### src/rtl/acs_path_metric_unit.sv
// Add-Compare-Select stage of the K=3 (7,5) hard-decision Viterbi decoder.
// Keeps four normalised, saturated path metrics and per-state decisions.
module acs_path_metric_unit #(
    parameter int PM_W  = 2,
    parameter int CNT_W = 8
) (
    input  logic             i_clk,
    input  logic             i_rst_n,
    input  logic             i_start,
    input  logic             i_valid,
    input  logic [1:0]       i_sym,
    output logic [PM_W-1:0]  o_PM_0,
    output logic [PM_W-1:0]  o_PM_1,
    output logic [PM_W-1:0]  o_PM_2,
    output logic [PM_W-1:0]  o_PM_3,
    output logic [3:0]       o_dec,
    output logic             o_valid,
    output logic [CNT_W-1:0] o_sym_cnt
);
    localparam int CW = PM_W + 2;
    localparam logic [PM_W-1:0]  PM_MAX  = '1;
    localparam logic [CNT_W-1:0] CNT_MAX = '1;

    typedef enum logic {IDLE, RUN} state_t;

    state_t           state_q;
    logic [PM_W-1:0]  pm_q [4];
    logic [PM_W-1:0]  pm_d [4];
    logic [3:0]       dec_q;
    logic [3:0]       dec_d;
    logic             valid_q;
    logic [CNT_W-1:0] cnt_q;
    logic [CNT_W-1:0] cnt_d;
    logic [CW-1:0]    old_m [4];
    logic [CW-1:0]    cand_a [4];
    logic [CW-1:0]    cand_b [4];
    logic [CW-1:0]    surv [4];
    logic [CW-1:0]    norm [4];
    logic [CW-1:0]    min_s;
    logic             accept;

    function automatic logic [CW-1:0] bm(input logic [1:0] s,
                                         input logic [1:0] e);
        return CW'(s[1] ^ e[1]) + CW'(s[0] ^ e[0]);
    endfunction

    always_comb begin
        accept = i_valid & (i_start | (state_q == RUN));
        // A start in the same cycle replaces the stored metrics as "old".
        for (int i = 0; i < 4; i++) begin
            if (i_start)
                old_m[i] = (i == 0) ? '0 : CW'(PM_MAX);
            else
                old_m[i] = CW'(pm_q[i]);
        end
        cand_a[0] = old_m[0] + bm(i_sym, 2'b00);
        cand_b[0] = old_m[1] + bm(i_sym, 2'b11);
        cand_a[2] = old_m[0] + bm(i_sym, 2'b11);
        cand_b[2] = old_m[1] + bm(i_sym, 2'b00);
        cand_a[1] = old_m[2] + bm(i_sym, 2'b10);
        cand_b[1] = old_m[3] + bm(i_sym, 2'b01);
        cand_a[3] = old_m[2] + bm(i_sym, 2'b01);
        cand_b[3] = old_m[3] + bm(i_sym, 2'b10);
        for (int i = 0; i < 4; i++) begin
            dec_d[i] = cand_b[i] < cand_a[i];
            surv[i]  = dec_d[i] ? cand_b[i] : cand_a[i];
        end
        min_s = surv[0];
        for (int i = 1; i < 4; i++) begin
            if (surv[i] < min_s)
                min_s = surv[i];
        end
        for (int i = 0; i < 4; i++) begin
            norm[i] = surv[i] - min_s;
            pm_d[i] = (norm[i] > CW'(PM_MAX)) ? PM_MAX : norm[i][PM_W-1:0];
        end
        if (i_start)
            cnt_d = CNT_W'(1);
        else if (cnt_q == CNT_MAX)
            cnt_d = cnt_q;
        else
            cnt_d = cnt_q + CNT_W'(1);
    end

    always_ff @(posedge i_clk or negedge i_rst_n) begin
        if (!i_rst_n) begin
            state_q <= IDLE;
            pm_q[0] <= '0;
            pm_q[1] <= PM_MAX;
            pm_q[2] <= PM_MAX;
            pm_q[3] <= PM_MAX;
            dec_q   <= '0;
            valid_q <= 1'b0;
            cnt_q   <= '0;
        end else begin
            valid_q <= accept;
            unique case (state_q)
                IDLE:    if (i_start) state_q <= RUN;
                RUN:     state_q <= RUN;
                default: state_q <= IDLE;
            endcase
            if (accept) begin
                for (int i = 0; i < 4; i++) pm_q[i] <= pm_d[i];
                dec_q <= dec_d;
                cnt_q <= cnt_d;
            end else if (i_start) begin
                pm_q[0] <= '0;
                pm_q[1] <= PM_MAX;
                pm_q[2] <= PM_MAX;
                pm_q[3] <= PM_MAX;
                dec_q   <= '0;
                cnt_q   <= '0;
            end
        end
    end

    assign o_PM_0    = pm_q[0];
    assign o_PM_1    = pm_q[1];
    assign o_PM_2    = pm_q[2];
    assign o_PM_3    = pm_q[3];
    assign o_dec     = dec_q;
    assign o_valid   = valid_q;
    assign o_sym_cnt = cnt_q;

endmodule

### config.mk
export PLATFORM = sky130hd
export DESIGN_NAME = acs_path_metric_unit
export DESIGN_NICKNAME = d
export VERILOG_FILES = /design/src/rtl/acs_path_metric_unit.sv
export SDC_FILE = /design/constraint.sdc
export NUM_CORES = 1
export LEC_CHECK = 0
export ABC_CLOCK_PERIOD_IN_PS = 19800
export BUFFER_PORTS_ARGS = -buffer_cell sky130_fd_sc_hd__buf_2
export CAP_MARGIN = 5
export CORE_MARGIN = 5
export CORE_UTILIZATION = 55
export CTS_CLUSTER_DIAMETER = 30
export DETAILED_ROUTE_END_ITERATION = 8
export PLACE_DENSITY = 0.71
export SETUP_SLACK_MARGIN = 0.5
export SLEW_MARGIN = 20
export SYNTH_ARGS = -nofsm -noshare
export SYNTH_HDL_FRONTEND = slang
export SYNTH_SLANG_ARGS = --single-unit
### constraint.sdc
create_clock -name i_clk -period 19.8 [get_ports i_clk]
set_input_delay 2.97 -clock i_clk [delete_from_list [all_inputs] [get_ports i_clk]]
set_output_delay 2.97 -clock i_clk [all_outputs]
set_load 0.01 [all_outputs]
==> results of run 1 <==
## area by class of cell
class / count / area (µm²) / share of cell area, %
Clock inverter: 1 / 30.03 / 1.090
Tap cell: 52 / 65.06 / 2.363
Timing Repair Buffer: 26 / 130.1 / 4.725
Sequential cell: 22 / 558.0 / 20.26
Inverter: 36 / 135.1 / 4.907
Multi-Input combinational cell: 219 / 1794 / 65.15
Clock buffer: 3 / 41.29 / 1.499
## kinds of logic after synthesis
group           Yosys count
xor+xnor                 10
buf+inv                  40
compound gates           63
simple gates             86
flops                    22
fa+ha+maj                53
mux                       7
## sequential cells by signal, summed over array words and instances, names as in the netlist
name / count
o_PM_0: 2
o_dec: 4
o_valid: 1
state_q: 1
o_PM_2: 2
o_PM_1: 2
o_PM_3: 2
o_sym_cnt: 8
## Yosys cell counts, types with 3 or more instances
cell	n
ha_1	43
inv_1	35
nor2_1	32
o21ai_0	17
dfrtp_1	16
nand2_1	13
a21oi_1	12
fa_1	9
nand2b_1	7
nand3_1	7
dfstp_2	6
or2_2	6
xor2_1	6
a31oi_1	4
clkbuf_1	4
mux2i_1	4
nand3b_1	4
nor2b_1	4
o21bai_1	4
xnor2_1	4
a21o_1	3
nand4_1	3
nor3_1	3
o21a_1	3
## routing by layer
layer / share of wire [%] / global-route usage [%] / vias up / routed length [µm]
met5: 0 / 0 / - / 0
met1: 48 / 25.11 / 929 / 2568
met3: 4.2 / 2.199 / 5 / 227
li1: - / - / 1014 / -
met2: 47 / 30.81 / 39 / 2561
met4: 0.85 / 3.952 / 0 / 46
## per-stage QoR
step,cell area (µm²),util [%]
after floorplan,2502,-
final,2754,62.81
after global placement,2683,61.19
after global routing,2754,62.81
after CTS,2754,62.81
after detailed placement,2683,61.19
## how the worst max path moves through the flow
stage,start,end,cells after the start
floorplan,i_start,o_PM_3[0],33
global placement,i_sym[0],o_PM_3[0],36
detailed placement,i_sym[0],o_PM_3[0],36
CTS,i_sym[0],o_PM_3[0],36
global route,i_sym[0],o_PM_3[0],36
finish,i_sym[0],o_PM_3[0],36
## worst reg2reg max path, delay by kind of cell, from the launching register on
family,cells,cell delay (ps)
adders and majority gates,8,2290
muxes,1,450
buffers and inverters,3,310
DFF,1,380
xor gates and xnor gates,1,190
and+or+nand+nor,3,470
AOI/OAI and AO/OA,16,3180
==> results by stage, run 1 <==
Logic synthesis:
- The synthesized netlist net count is 339.
- The gate count after technology mapping is 281.
- Summing the areas of all xor and xnor instances in the mapped netlist gives 3.500% of the synthesized area.
- The number of distinct library cell variants in the gate-level netlist after synthesis is 50.
- Yosys mapped a number of flops with a built-in enable equal to 0.
- The cell area after synthesis is 2502 µm².
- The share of synthesized cell area in and, or, nand and nor gates is 16.95%.
- The biggest area consumer among synthesized cells is ha_1.
- The average cell area after synthesis is 8.905 µm².
- The count of warnings emitted by yosys is 0.
- Of the post-synthesis cell area, the part taken by muxes is 3.250%.
- Of the total synthesized cell area, the portion taken by full adders, half adders and majority gates is 29.15%.
- Ranked by total cell area, the synthesized netlist is headed by ha_1 22%, dfrtp_1 16%, fa_1 7.2%, dfstp_2 6.3%, inv_1 5.3%.
- The sequential cell area fraction in the yosys report is 22.30%.
- The share of flip-flops with an asynchronous set or reset is 100.0%.
- After synthesis, the largest family of logic cells by area is adder cells.
- The post-synthesis register bit count is 22.
- The portion of synthesized cell area occupied by the leading cell type is 21.50%.
- The dominant register cell in the synthesized netlist is dfrtp_1.
- The share of the synthesized area in compound gates (AO/OA/AOI/OAI) is 18.85%.

Placement:
- Timing analysis after detailed placement gives a worst setup slack of 9543 ps.
- The post-detailed-placement half-perimeter wirelength is 4387 µm.
- The weighted congestion at the end of routability-driven global placement is 0.8331.
- The number of placed instances, taps included, is 355.
- The count of buffers added on input and output ports is 26.

Routing:
- The length of the first detailed-routing pass in iterations is 4.
- The number of vias per cell is 5.535.
- The post-detailed-route DRC marker count is 0.
- The post-route antenna net violation count is 0.
- The routed wirelength normalized by instance count is 15.05 µm.
- The routed wire length is 5403 µm.
- The number of design-rule violations left by the first detailed-router iteration is 97.
- The routed layout has 1987 vias.

Setup path:
- The type of element launching the critical path is an input pin.
- The library cell appearing most often on the critical path is ha_1.
- The number of buffer and inverter instances along the worst setup path is 7.
- On the critical path, the stage with the largest delay is an instance of o21ai_0.
- In this design, the stage delay of the slowest critical-path cell is 480 ps.
- The classification of the worst setup path is input pin to register.
- Measured in cells, the most critical reg-to-reg path has a length of 32.
- The source of the worst register-to-register timing path is o_PM_3[0].
- The setup slack of the most critical reg-to-reg path is 12460 ps.
- The largest delay contributor family on the critical path is compound AO/OA/AOI/OAI gates.
- The data arrival time of the critical path is 10230 ps.
- The end of the worst register-to-register path is o_PM_3[0].
- The type of element capturing the critical path is a register.
- For the worst setup path, the data required time is 19990 ps.
- The largest fanout on the critical path is 6.

Clock network:
- Counting every sink on the clock net gives 22.
- The clock latency on the worst-skew pair is 270 ps.
- The CTS H-tree depth is 1.
- CTS placed an instance of clkbuf_8 at the clock tree root.
- In this run, CTS created clock tree buffers numbering 3.
- The clock edge transition at the registers on the reported setup and hold paths is 90 ps.
- The TritonCTS clock tree is yes.
- The number of hold buffers added after cts is 0.
- The maximum clock insertion buffer count is 2.
- The post-cts sizing count is 0.
- The number of setup buffers added after CTS is 0.

Cells and area:
- In the layout the commonest cells are 43 x ha_1, 35 x inv_1, 32 x nor2_1.
- The filler cells instantiated in the layout total 385.
- The commonest non-fill, non-tap cell in the layout is ha_1.
- The post-synthesis to final-layout area growth is 10.05%.
- The antenna cell count is 0.
- Of the cells placed in the final design, the portion with a size suffix greater than 1 is 18.89%.
- The final layout contains 366 nets.
- The final cell count without fillers is 359.

Floorplanning:
- After floorplanning, the core was divided into 24 placement rows.
- The area inside the core boundary is 4384 µm².
- The die covers 5999 µm².
- The I/O pin count is 27.
- The die extent in x is 77.45 µm.
- The y dimension of the die is 77.45 µm.
- The initial utilization of the core area, before any placement, comes to 57.08%.

STA:
- The final number of max-transition violations was 0.
- The fraction of the cycle the final worst path needs is 50.70%.
- In this run the tightest slew margin relative to its limit is 57.83%.
- The number of hold-slack violations in the final timing report came to 0.
- Setup repair after global routing left no endpoint under its margin.
- The worst setup slack after layout is 9761 ps.
- For the final routed database, the setup TNS stands at 0 ps.
- The transition time at the pin with the least slew margin is 626.0 ps.
- The final-layout worst hold slack is 468.0 ps.
- For the final database, setup skew stands at 8.942 ps.
- The highest achievable clock rate is 0.09961 GHz.
- The final-report setup violation count is 0.
- The clock period could shrink to 10040 ps.

Outcome:
- The flow ran to the end, and the final reports show no timing, DRC or antenna violations.

Hold path:
- The min-delay analysis places its worst path in the category register to register.
- The endpoint with the worst hold slack is state_q.
- The hold path depth is 1.
- In this run the most critical hold path is launched from state_q.

Global route:
- Global routing finished with a remaining overflow of 0.
- The pin count of the biggest net entering global routing is 23.
- The first global-routing pass estimated 9108 µm of wire.
- The number of global-route vias before repair came to 1916.
- The initial antenna violation count came to 0.
- The overall global routing resource usage is 18.26%.

Flow run:
- The number of violations of the max-capacitance limit is 0.
Power of run 1 is not shown: default switching activity piles up to over one toggle a cycle in this logic, so the estimate is an artifact.
==> inputs of run 2 (changes only) <==
--- a/config.mk
+++ b/config.mk
@@ -5,14 +5,14 @@
 export SDC_FILE = /design/constraint.sdc
 export NUM_CORES = 1
 export LEC_CHECK = 0
-export ABC_CLOCK_PERIOD_IN_PS = 19800
+export ABC_CLOCK_PERIOD_IN_PS = 9000
 export BUFFER_PORTS_ARGS = -buffer_cell sky130_fd_sc_hd__buf_2
 export CAP_MARGIN = 5
 export CORE_MARGIN = 5
-export CORE_UTILIZATION = 55
+export CORE_UTILIZATION = 54
 export CTS_CLUSTER_DIAMETER = 30
 export DETAILED_ROUTE_END_ITERATION = 8
-export PLACE_DENSITY = 0.71
+export PLACE_DENSITY = 0.73
 export SETUP_SLACK_MARGIN = 0.5
 export SLEW_MARGIN = 20
 export SYNTH_ARGS = -nofsm -noshare
==> constraint.sdc (replaced) <==
create_clock -name i_clk -period 9 [get_ports i_clk]
set_input_delay 1.35 -clock i_clk [delete_from_list [all_inputs] [get_ports i_clk]]
set_output_delay 1.35 -clock i_clk [all_outputs]
set_load 0.01 [all_outputs]
==> run 2 against run 1 <==
Effect of this change:
- die area increased by 1.6%
- global-route usage decreased by 0.65 points
- register-to-register slack got worse by 10000 ps
- sequential share of layout area down 0.14 points
- clock skew down 2.3 ps
- via count is 1.9% higher
==> results by stage, run 2 (synthesized netlist as in run 1, its figures left out) <==
Placement:
- The number of port buffers is 26.
- Routability-driven placement finished with a final weighted congestion of 0.8201.
- The setup slack at placement is 538.7 ps.
- The post-detailed-placement half-perimeter wirelength is 4334 µm.

STA:
- The worst setup slack after layout is 948.7 ps.
- The final critical delay including setup and external delays is 8051 ps.
- At the pin with the least slew margin, the transition time is 710.4 ps.
- The final-report setup violation count is 0.
- The fraction of the cycle the final worst path needs is 89.46%.
- The final number of max-transition violations is 0.
- The clock skew after layout is 6.623 ps.
- Adding up every negative setup slack in the final design gives 0 ps.
- Timing would allow up to 0.1242 GHz.
- Measured against its own limit, the worst slew margin works out to 52.14%.
- The number of hold-slack violations in the final timing report is 0.
- Setup repair after global routing left no endpoint under its margin.

Cells and area:
- The flip-flop count of the largest register, all copies and words added is 8.
- The library cells used most frequently in the layout, excluding fill and tap cells, are 43 x ha_1, 35 x inv_1, 32 x nor2_1.
- The antenna cell count is 0.
- From synthesis to final layout, the design area changed by 10.80%.
- The number of fill cells in the layout is 386.
- The final-stage net count is 368.
- The share of the core filled with cells in the final layout is 62.81%.
- The library cell used most frequently in the layout, excluding fill and tap cells, is ha_1.
- Of the cells placed in the final design, the portion with a size suffix greater than 1 is 19.74%.

Setup path:
- The library cell appearing most often on the critical path is ha_1.
- The biggest cell delay along the critical path is 510 ps.
- The type of element capturing the critical path is a register.
- The required time of the critical path is 9190 ps.
- In this run the worst path has a maximum fanout of 6.
- The classification of the worst setup path is input pin to register.
- STA classifies the critical path startpoint as an input pin.
- The data arrival time of the critical path is 8240 ps.
- Among all stages on the critical path, the largest delay is contributed by fa_1.

Floorplanning:
- The die extent in x is 78.08 µm.
- 27 I/O pins were placed.
- After floorplanning, the core was sized to cover 4414 µm².
- The effective utilization at floorplan is 56.69%.
- The site row count is 24.
- The floorplan die area is 6096 µm².
- The y dimension of the die is 78.08 µm.

Global route:
- The number of global-route vias before repair is 1893.
- The initial antenna violation count was 0.
- The wire length of the first global-routing pass is 8825 µm.
- The pin count of the biggest net entering global routing is 23.
- Global routing finished with a remaining overflow of 0.
- The overall global routing resource usage is 17.61%.

Routing:
- The routed wire length is 5424 µm.
- The final route contains 2025 vias.
- Dividing the detail-routed wire length by the instance count gives 15.02 µm.
- The number of vias per cell is 5.609.
- In the routed design, unresolved DRC markers number 0.
- The number of design-rule violations left by the first detailed-router iteration is 104.
- The length of the first detailed-routing pass in iterations is 4.
- The post-route antenna net violation count is 0.

Outcome:
- The flow ran to the end, and the final reports show no timing, DRC or antenna violations.

Clock network:
- The clock edge transition at the registers on the reported setup and hold paths is 90 ps.
- The clock latency on the worst-skew pair is 270 ps.
- Clock tree synthesis found a total of 22 sinks.
- The maximum clock insertion buffer count is 2.
- The number of buffers created by CTS is 3.
- The TritonCTS clock tree is yes.
- The cell at the root of the clock tree is clkbuf_8.
- In this run the number of H-tree levels came out at 1.
- The number of hold buffers added after cts is 0.

Flow run:
- The number of violations of the max-capacitance limit is 0.

Hold path:
- The worst min-delay path category is register to register.
==> run 2: stage by stage <==
| step | hold WS (ps) | std cells | cell area [µm²] |
|---|---|---|---|
| CTS | 488.9 | 359 | 2754 |
| global placement | 442.6 | 355 | 2683 |
| detailed placement | 466.3 | 355 | 2683 |
| global route | 529.3 | 361 | 2773 |
| floorplan | 431.2 | 281 | 2502 |
| finish | 491.2 | 361 | 2773 |
==> run 2: layout make-up <==
| class | instances | area (µm²) | area share (%) |
|---|---|---|---|
| clock buffers | 3 | 41.29 | 1.489 |
| well taps | 52 | 65.06 | 2.347 |
| repair buffers | 28 | 145.1 | 5.235 |
| inverters | 36 | 135.1 | 4.874 |
| multi-input cells | 219 | 1798 | 64.85 |
| clock inverters | 1 | 30.03 | 1.083 |
| flip-flops and latches | 22 | 558.0 | 20.13 |
==> run 2: critical path, delay by kind of cell <==
family	cells	cell delay [ps]
AO/OA/AOI/OAI	16	2810
XOR/XNOR	1	180
AND/OR/NAND/NOR	3	260
multiplexers	1	350
adder cells (fa/ha/maj)	9	2710
buffers and inverters	6	560
==> run 2: repair_timing <==
| item | in CTS | in global routing |
|---|---|---|
| setup endpoints to repair | 0 | 2 |
| buffers inserted | 0 | 2 |
| gates resized for setup | 0 | 3 |
==> run 2: worst paths after layout <==
| kind | start | end | slack [ps] | depth (start not counted) |
|---|---|---|---|---|
| worst max-delay path | i_sym[0] | o_PM_3[0] | 950 | 36 |
| worst min-delay path | state_q | state_q | 490 | 1 |
| worst max register to register | o_PM_3[0] | o_PM_3[0] | 2010 | 33 |
| worst min register to register | state_q | state_q | 490 | 1 |
| max in group asynchronous | i_rst_n | o_PM_1[0] | 7590 | 1 |
| min in group asynchronous | i_rst_n | o_sym_cnt[4] | 1040 | 1 |
==> run 2: per-layer routing <==
| layer | track usage, % | routed length (µm) | up-vias |
|---|---|---|---|
| li1 | - | - | 1031 |
| met1 | 24.11 | 2549 | 945 |
| met2 | 28.97 | 2586 | 43 |
| met3 | 2.975 | 223 | 6 |
| met4 | 4.223 | 66 | 0 |
| met5 | 0 | 0 | - |
Power of run 2 is left out for the same reason.
==> inputs of run 3 (changes only) <==
--- a/config.mk
+++ b/config.mk
@@ -12,7 +12,9 @@
 export CORE_UTILIZATION = 54
 export CTS_CLUSTER_DIAMETER = 30
 export DETAILED_ROUTE_END_ITERATION = 8
+export MAX_ROUTING_LAYER = met4
 export PLACE_DENSITY = 0.73
+export REMOVE_ABC_BUFFERS = 1
 export SETUP_SLACK_MARGIN = 0.5
 export SLEW_MARGIN = 20
 export SYNTH_ARGS = -nofsm -noshare
==> run 3 against run 2 <==
Effect of this change:
- die area is the same
- global-route usage up 1.5 points
- core utilization increased by 0.34 points
- register-to-register slack got worse by 30 ps
- first-iteration DRC count is 27% higher
- sequential cell count did not move
- final cell count up 0.28%
- clock skew fell by 1.2 ps
- non-clock buffer count rose by 1
==> results by stage, run 3 (synthesized netlist as in run 1, its figures left out) <==
Outcome:
- The flow ran to the end, and the final reports show no timing, DRC or antenna violations.

STA:
- Setup repair after global routing left no endpoint under its margin.
- The final critical delay including setup and external delays is 8022 ps.
- Across the routed clock network, the largest skew measured is 5.412 ps.
- The final total negative setup slack is 0 ps.
- Derived from the worst setup path, the maximum achievable clock frequency is 0.1247 GHz.
- The worst slew margin relative to its limit is 54.61%.
- After layout, the worst path uses 89.13% of the clock period.
- The final-report setup violation count is 0.
- The final number of max-transition violations is 0.
- At the pin with the least slew margin, the transition time is 679.2 ps.
- The number of hold-slack violations in the final timing report was 0.

Global route:
- Global routing consumed, over all layers together, 19.13% of the routing resources.
- The total grt overflow is 0.
- The number of global-route vias before repair is 1966.
- The first global-routing pass estimated 9356 µm of wire.
- The pin count of the biggest net entering global routing is 23.
- The initial antenna violation count was 0.

Routing:
- The detail route stage leaves a number of antenna-violating nets equal to 0.
- The first TritonRoute pass finished after 5 iterations.
- For this block, the initial DRC count from the detailed router was 132.
- The number of vias in the routed layout is 2063.
- The routed wirelength normalized by instance count is 15.62 µm.
- The routed wire length is 5653 µm.
- In the routed design, unresolved DRC markers number 0.
- The number of vias per cell is 5.699.

Clock network:
- The root buffer cell chosen for the clock tree is clkbuf_8.
- The clock reaches the later pin of the worst-skew pair after 280 ps.
- TritonCTS built the clock tree.
- The clock drives 22 sinks.
- Clock-pin slew was measured on the worst setup and hold paths at 100 ps.
- CTS built an H-tree with a depth of 1.
- In this run, CTS created clock tree buffers numbering 3.
- The clock passes through at most 2 buffers.

Flow run:
- The number of violations of the max-capacitance limit is 0.

Setup path:
- The classification of the worst setup path is input pin to register.
- Broken down by cell family, the worst path's largest delay share belongs to compound AO/OA/AOI/OAI gates.
- The cell with the largest stage delay on the worst path is fa_1.
- The worst setup path is captured at a register.
- The biggest cell delay along the critical path is 530 ps.
- The critical path contains buffers and inverters numbering 6 combined.
- The required time of the critical path is 9210 ps.
- The largest fanout on the critical path is 6.
- The type of element launching the critical path is an input pin.
- The data arrival time of the critical path is 8230 ps.
- In this design, the critical path's most frequently occurring cell is ha_1.

Cells and area:
- The register with the most flip-flops in the layout has 8 of them.
- The post-synthesis to final-layout area growth is 11.40%.
- The final-stage net count is 369.
- The library cells used most frequently in the layout, excluding fill and tap cells, are 43 x ha_1, 35 x inv_1, 32 x nor2_1.
- The library cell used most frequently in the layout, excluding fill and tap cells, is ha_1.
- The number of fill cells in the layout is 384.
- The repair_antennas step left the layout with diodes totalling 0.
- The count of cells in the finished layout, fillers not included, comes to 362.
- The share of cells above drive strength 1 is 20.65%.

Hold path:
- The path class of the tightest hold or removal check is register to register.

Placement:
- The number of port buffers is 26.
- The post-detailed-placement half-perimeter wirelength is 4325 µm.
- The total instance count after detailed placement is 356.
- The weighted congestion at the end of routability-driven global placement is 0.8537.

Floorplanning:
- From bottom edge to top edge, the die measures 78.08 µm.
- The die extent in x is 78.08 µm.
- The floorplan die area is 6096 µm².
- The site row count is 24.
- The area inside the core boundary is 4414 µm².
- During I/O placement, the number of pins put on the boundary was 27.
- For this configuration, the core starts out at a cell density of 56.69%.
-- run 3: cell types whose count changed in the layout (fill, tap and decap cells not counted), sizes merged --
| cell | previous run | this run |
|---|---|---|
| buf | 28 | 29 |
-- run 3: stage by stage --
step / hold WS (ps) / worst slack, ps / util, % / cell area [µm²]
finish: 472.2 / 978.1 / 63.15 / 2788
global route: 486.5 / 489.2 / 63.15 / 2788
CTS: 473.7 / 649.8 / 62.56 / 2761
detailed placement: 446.5 / 372.2 / 60.94 / 2690
global placement: 441.0 / 682.3 / 60.94 / 2690
floorplan: 431.2 / 1444 / - / 2487
-- run 3: path summary, 6_finish.rpt --
kind                        endpoint  depth (start not counted)  slack, ps  startpoint
setup / recovery           o_PM_3[1]                         36        980    i_sym[0]
hold / removal               state_q                          1        470     state_q
setup reg to reg           o_PM_3[1]                         33       1980   o_PM_3[0]
hold reg to reg              state_q                          1        470     state_q
max in group asynchronous  o_PM_1[1]                          1       7590     i_rst_n
min in group asynchronous   o_dec[1]                          1       1030     i_rst_n
-- run 3: what timing repair did --
action / 4_1_cts / 5_1_grt
setup endpoints to repair: 0 / 2
hold endpoints to repair: 0 / 0
resized for setup: 0 / 5
buffers inserted: 0 / 2
hold buffers: 0 / 0
-- run 3: routing by layer --
layer	track usage, %	up-vias	wire length [µm]
met4	7.770	0	147
met2	30.05	55	2636
met5	-	-	0
met1	25.61	961	2575
li1	-	1032	-
met3	1.373	15	294
-- run 3: final cells by class --
class / instances / area, µm² / area share [%]
Timing Repair Buffer: 29 / 152.6 / 5.476
Multi-Input combinational cell: 219 / 1805 / 64.77
Sequential cell: 22 / 558.0 / 20.02
Clock inverter: 1 / 30.03 / 1.077
Tap cell: 52 / 65.06 / 2.334
Inverter: 36 / 135.1 / 4.847
Clock buffer: 3 / 41.29 / 1.481
Power of run 3 is left out for the same reason.
